### config.mk
export PLATFORM = sky130hd
export DESIGN_NAME = frame_builder
export DESIGN_NICKNAME = d
export VERILOG_FILES = /design/src/rtl/axiuart_frame_pkg.sv /design/src/rtl/frame_builder.sv
export SDC_FILE = /design/constraint.sdc
export NUM_CORES = 2
export LEC_CHECK = 0
export BUFFER_PORTS_ARGS = -buffer_cell sky130_fd_sc_hd__buf_4
export CAP_MARGIN = 10
export CORE_MARGIN = 2
export CORE_UTILIZATION = 55
export DETAILED_ROUTE_END_ITERATION = 10
export PLACE_DENSITY = 0.8
export SLEW_MARGIN = 20
export SYNTH_ARGS = -nofsm -noshare
export SYNTH_HDL_FRONTEND = slang
export SYNTH_SLANG_ARGS = --single-unit
export TNS_END_PERCENT = 10
### constraint.sdc
create_clock -name clk -period 20 [get_ports clk]
set_input_delay 2 -clock clk [delete_from_list [all_inputs] [get_ports clk]]
set_output_delay 2 -clock clk [all_outputs]
set_load 0.01 [all_outputs]
### src/rtl/axiuart_frame_pkg.sv
// Shared definitions for the UART-AXI4 bridge framers (host-to-device parser
// and device-to-host builder).
//   - SOF markers for both directions
//   - response status codes and transfer-size encodings
//   - resp_hdr_t : latched response header (status, echoed cmd, address)
//   - crc8_next  : one-byte CRC8 step (poly 0x07, MSB-first, no reflection)
//   - cmd_data_bytes : payload byte count implied by a command byte
package axiuart_frame_pkg;

  localparam logic [7:0] SOF_HOST_TO_DEVICE = 8'hA5;
  localparam logic [7:0] SOF_DEVICE_TO_HOST = 8'h5A;

  localparam logic [7:0] STATUS_OK        = 8'h00;
  localparam logic [7:0] STATUS_CRC       = 8'h01;
  localparam logic [7:0] STATUS_CMD_INV   = 8'h02;
  localparam logic [7:0] STATUS_ALIGN     = 8'h03;
  localparam logic [7:0] STATUS_TIMEOUT   = 8'h04;
  localparam logic [7:0] STATUS_LEN_RANGE = 8'h07;

  localparam logic [1:0] SIZE_8    = 2'b00;
  localparam logic [1:0] SIZE_16   = 2'b01;
  localparam logic [1:0] SIZE_32   = 2'b10;
  localparam logic [1:0] SIZE_RSVD = 2'b11;

  typedef struct packed {
    logic [7:0]  status;
    logic [7:0]  cmd;
    logic [31:0] addr;
  } resp_hdr_t;

  function automatic logic [7:0] crc8_next(input logic [7:0] crc, input logic [7:0] data);
    logic [7:0] c;
    c = crc ^ data;
    for (int i = 0; i < 8; i++)
      c = c[7] ? ({c[6:0], 1'b0} ^ 8'h07) : {c[6:0], 1'b0};
    return c;
  endfunction

  // (len+1) beats of 1/2/4 bytes; the reserved size carries no payload.
  function automatic logic [6:0] cmd_data_bytes(input logic [7:0] cmd);
    logic [6:0] beats;
    beats = {3'b000, cmd[3:0]} + 7'd1;
    case (cmd[5:4])
      SIZE_8:  return beats;
      SIZE_16: return {beats[5:0], 1'b0};
      SIZE_32: return {beats[4:0], 2'b00};
      default: return 7'd0;
    endcase
  endfunction

endpackage

### src/rtl/frame_builder.sv
// Device-to-host response framer. Latches one response request and streams
//   SOF, STATUS, CMD, [ADDR0..3, DATA x N], CRC
// into the UART TX FIFO, one byte per accepted write, honouring tx_fifo_full.
// Ports:
//   clk, rst            clock, async active-high reset
//   build_start         one-cycle request, sampled only in IDLE
//   status_code, cmd_echo, addr_echo, resp_data   response contents
//   tx_fifo_data/wr_en  byte and write strobe to the TX FIFO
//   tx_fifo_full        FIFO backpressure
//   builder_busy        high whenever not IDLE
//   response_done       one-cycle pulse after the CRC byte is accepted
module frame_builder
  import axiuart_frame_pkg::*;
#(
  parameter int MAX_DATA_BYTES = 64
) (
  input  logic                           clk,
  input  logic                           rst,
  input  logic                           build_start,
  input  logic [7:0]                     status_code,
  input  logic [7:0]                     cmd_echo,
  input  logic [31:0]                    addr_echo,
  input  logic [MAX_DATA_BYTES-1:0][7:0] resp_data,
  output logic [7:0]                     tx_fifo_data,
  output logic                           tx_fifo_wr_en,
  input  logic                           tx_fifo_full,
  output logic                           builder_busy,
  output logic                           response_done
);

  localparam int IDX_W = (MAX_DATA_BYTES > 1) ? $clog2(MAX_DATA_BYTES) : 1;

  localparam logic [3:0] ST_IDLE   = 4'd0;
  localparam logic [3:0] ST_SOF    = 4'd1;
  localparam logic [3:0] ST_STATUS = 4'd2;
  localparam logic [3:0] ST_CMD    = 4'd3;
  localparam logic [3:0] ST_ADDR0  = 4'd4;
  localparam logic [3:0] ST_ADDR1  = 4'd5;
  localparam logic [3:0] ST_ADDR2  = 4'd6;
  localparam logic [3:0] ST_ADDR3  = 4'd7;
  localparam logic [3:0] ST_DATA   = 4'd8;
  localparam logic [3:0] ST_CRC    = 4'd9;
  localparam logic [3:0] ST_DONE   = 4'd10;

  logic [3:0]                     state;
  resp_hdr_t                      hdr_q;
  logic [MAX_DATA_BYTES-1:0][7:0] data_q;
  logic [7:0]                     crc_q;
  logic [6:0]                     idx_q;

  logic [7:0] byte_sel;
  logic       emit;
  logic       accept;
  logic       read_ok;
  logic [6:0] n_bytes;

  assign read_ok = (hdr_q.status == STATUS_OK) && hdr_q.cmd[7];
  assign n_bytes = cmd_data_bytes(hdr_q.cmd);

  always_comb begin
    byte_sel = 8'h00;
    emit     = 1'b1;
    case (state)
      ST_SOF:    byte_sel = SOF_DEVICE_TO_HOST;
      ST_STATUS: byte_sel = hdr_q.status;
      ST_CMD:    byte_sel = hdr_q.cmd;
      ST_ADDR0:  byte_sel = hdr_q.addr[7:0];
      ST_ADDR1:  byte_sel = hdr_q.addr[15:8];
      ST_ADDR2:  byte_sel = hdr_q.addr[23:16];
      ST_ADDR3:  byte_sel = hdr_q.addr[31:24];
      ST_DATA:   byte_sel = data_q[idx_q[IDX_W-1:0]];
      ST_CRC:    byte_sel = crc_q;
      default:   emit     = 1'b0;
    endcase
  end

  assign accept        = emit && !tx_fifo_full;
  assign tx_fifo_data  = byte_sel;
  assign tx_fifo_wr_en = accept;
  assign builder_busy  = (state != ST_IDLE);
  assign response_done = (state == ST_DONE);

  always_ff @(posedge clk or posedge rst) begin
    if (rst) begin
      state  <= ST_IDLE;
      hdr_q  <= '0;
      data_q <= '0;
      crc_q  <= 8'h00;
      idx_q  <= 7'd0;
    end else begin
      case (state)
        ST_IDLE: begin
          if (build_start) begin
            hdr_q  <= '{status: status_code, cmd: cmd_echo, addr: addr_echo};
            data_q <= resp_data;
            crc_q  <= 8'h00;
            idx_q  <= 7'd0;
            state  <= ST_SOF;
          end
        end
        ST_DONE: state <= ST_IDLE;
        default: begin
          if (accept) begin
            // SOF is outside the CRC, and the CRC byte itself is not folded in.
            if (state != ST_SOF && state != ST_CRC)
              crc_q <= crc8_next(crc_q, byte_sel);
            case (state)
              ST_SOF:    state <= ST_STATUS;
              ST_STATUS: state <= ST_CMD;
              ST_CMD:    state <= read_ok ? ST_ADDR0 : ST_CRC;
              ST_ADDR0:  state <= ST_ADDR1;
              ST_ADDR1:  state <= ST_ADDR2;
              ST_ADDR2:  state <= ST_ADDR3;
              ST_ADDR3:  state <= (n_bytes == 7'd0) ? ST_CRC : ST_DATA;
              ST_DATA: begin
                idx_q <= idx_q + 7'd1;
                if (idx_q == n_bytes - 7'd1) state <= ST_CRC;
              end
              ST_CRC:    state <= ST_DONE;
              default:   state <= ST_IDLE;
            endcase
          end else if (!emit) begin
            // Unused encodings recover to IDLE.
            state <= ST_IDLE;
          end
        end
      endcase
    end
  end

endmodule

==> run_results.csv <==
group,metric,value,unit
critical_path,slowest_delay,0.92,ns
clock_tree,path_clk_slew,0.06,ns
sta,finalHoldViolCount,0,
floorplan,num_rows,81,
logic_synthesis,yosys_most_used_dff,"dfrtp_1",
critical_path,r2r_setup_slack,15.00,ns
clock_tree,insertion_delay,0.63,ns
floorplan,chipWidth,227,um
sta,worst_slew_pin_slew,1.59,ns
critical_path,cp_common_cell,"buf_4",
logic_synthesis,syn_area,27400,um^2
status,status,"complete, but fails checks",
clock_tree,h-tree-depth,2,
floorplan,coreArea,49100,um^2
clock_tree,cts_num_sinks,579,
power,peakVddDrop,91.6,uV
sta,period_share,0.342,
logic_synthesis,post-synth-top-area-fraction,0.529,
clock_tree,ctsHoldBuffers,0,
sta,maxSlewHeadroom,-0.0619,
final_layout,post-route-util,0.699,
final_layout,area_delta_synth_final,25.1,%
logic_synthesis,yosysTopAreaCell,"dfrtp_1",
logic_synthesis,synthCells,1884,
logic_synthesis,synth_nets,2452,
sta,fin_crit,6.85,ns
final_layout,nFillCells,3435,
floorplan,dieArea,51600,um^2
critical_path,setup.worst_path.end_class,"primary output",
grt,grt_pass1_vias,20000,
logic_synthesis,synth_enable_flop_cells,0,
clock_tree,cts_tree,"done",
job,cap_viol_max_count,0,
clock_tree,clock-root-buffer,"clkbuf_16",
drt,via_per_inst,6.00,
status,violations,"slew limit",
floorplan,die_h,227,um
placed_design,placed_area,32100,um^2
logic_synthesis,synth_seq_cells,579,
min_path,holdPathEnd,"data_q[130]",
logic_synthesis,postSynthAreaPerCell,14.5,um^2
floorplan,io_pins,575,
placed_design,globalplace.congestion,0.902,
drt,drc,0,
sta,slew_viol_final,64,
logic_synthesis,yosysMostFrequentCell,"dfrtp_1",
power,p_leak,14.6,nW
sta,setup_violations,0,
drt,first_pass_iters,6,
logic_synthesis,ys_types,81,
drt,antenna_left,0,
clock_tree,numCtsBuffers,59,
logic_synthesis,ys_top_cells_by_area,"dfrtp_1, mux2_2, mux4_2",
drt,via_count,18900,
critical_path,crit_path_cell_trace,"buf_4 > mux4_2 > mux2_2 > a22oi_1 > a221oi_1 > a2111oi_2 > inv_1 > buf_4",
sta,rsz0062_at_grt,"no",
sta,setup_slack,13.15,ns
critical_path,critical_path_class,"flop to primary output",
min_path,hold_path_startpoint,"data_q[130]",
sta,fmax,0.146,GHz
final_layout,drive_gt1_frac,0.562,
final_layout,final_nets,2980,
final_layout,final_cell_area,34300,um^2
min_path,hold_class,"flop to flop",
clock_tree,cts_resized,0,
grt,antenna_found_initial,19,
min_path,min_path_cells,1,
drt,wl,84500,um
critical_path,r2r-end,"crc_q[3]",
drt,drt_iter0_drc,1581,
critical_path,crit_fanout,41,
floorplan,initial_core_util,0.559,
logic_synthesis,seq_area_frac_synth,0.529,
logic_synthesis,async_flop_share,1.00,
clock_tree,cts_setup_buffers,0,
critical_path,arrival,4.85,ns
logic_synthesis,yosys_warnings,0,
logic_synthesis,synthTopCellsByCount,"dfrtp_1, mux2_2, clkbuf_1, mux4_2, mux2i_1",
power,finalPower,0.00559,W
grt,grt_max_degree,209,
power,power_density,163,nW/um^2
placed_design,pre_cts_ws,13.89,ns
grt,overflow,0,
grt,grt_use_total,0.327,
clock_tree,cts_buffer_depth,3,
sta,tns,0,ns
sta,skew,0.0162,ns
critical_path,start_kind,"flop",
critical_path,cp_slowest_cell,"dfrtp_4",
drt,routedWlPerCell,26.9,um
critical_path,critPathRequiredTime,18.00,ns
critical_path,rr_worst_depth,10,
critical_path,rr_startpoint,"idx_q[0]",
grt,grt_first_pass_wirelength,124000,um
placed_design,io_buffers,574,
placed_design,dp.final_hpwl,61300,um
state kept, by name, summed over array words and instances (netlist names):
| register | cells |
|---|---|
| state | 4 |
| data_q | 512 |
| hdr_q | 48 |
| idx_q | 7 |
| crc_q | 8 |
stage by stage:
| stage | hold slack, ns | cells |
|---|---|---|
| floorplan | 0.472 | 1884 |
| global placement | 0.482 | 3015 |
| detailed placement | 0.488 | 3015 |
| CTS | 0.502 | 3123 |
| global route | 0.515 | 3139 |
| finish | 0.501 | 3144 |
layout make-up:
cell class	count	area [um^2]	area share
clock inverter	22	378	0.0110
antenna	21	52.6	0.00153
timing repair buffer	602	4560	0.133
multi-input combinational	1149	12200	0.355
clock buffer	86	1710	0.0498
tap	664	831	0.0242
sequential	579	14500	0.423
inverter	21	86.3	0.00252
power breakdown:
group / switching, W / internal, W / leakage [nW]
logic: 0.000936 / 0.00128 / 6.73
clock network: 0.000474 / 0.000720 / 1.02
registers: 0.000409 / 0.00177 / 6.83
total: 0.00182 / 0.00377 / 14.6
kinds of logic (layout without fill, tap and decap cells):
group,count (synthesis),after routing,share of synthesized area
xor gates and xnor gates,35,35,0.0141
and+or+nand+nor,186,186,0.0353
other,0,21,0
muxes,744,744,0.343
buffers and inverters,156,731,0.0278
AOI/OAI and AO/OA,180,180,0.0492
DFF,579,579,0.529
adders and majority gates,4,4,0.00183
placed cells by master, fill, tap and decap left out, types with 10 or more instances in the layout:
master / count
o21ai_0: 23
a21oi_1: 30
mux4_2: 96
a22o_1: 10
mux2_2: 567
nor3_1: 11
inv_1: 19
buf_4: 597
clkbuf_1: 15
clkbuf_8: 11
a221oi_1: 13
nand3_1: 27
a22oi_1: 28
mux2i_1: 77
clkbuf_16: 60
dfrtp_1: 575
diode_2: 21
bufinv_16: 10
xnor2_1: 22
nor2_1: 38
nand2_1: 43
worst max-delay path, delay by kind of cell (launching register included):
family                 cells  cell delay [ns]
AO/OA/AOI/OAI              3             1.36
buffers and inverters      3             1.00
flip-flops                 1             0.92
multiplexers               2             0.88
worst max-delay path by stage:
stage / startpoint / end / cells after the start
final: idx_q[0] / tx_fifo_data[1] / 8
after global routing: idx_q[0] / tx_fifo_data[1] / 8
after CTS: idx_q[0] / tx_fifo_data[1] / 8
after detailed placement: idx_q[0] / tx_fifo_data[1] / 8
after global placement: idx_q[0] / tx_fifo_data[1] / 8
after floorplan: rst / crc_q[0] / 1
routing by layer:
metal,GRT usage,up-vias,part of all wire
met5,0,-,0.00039
met4,0.161,4,0.048
met3,0.0674,179,0.071
met2,0.526,778,0.49
met1,0.426,9759,0.39
li1,-,8141,-
(Power assumes the default switching activity.)
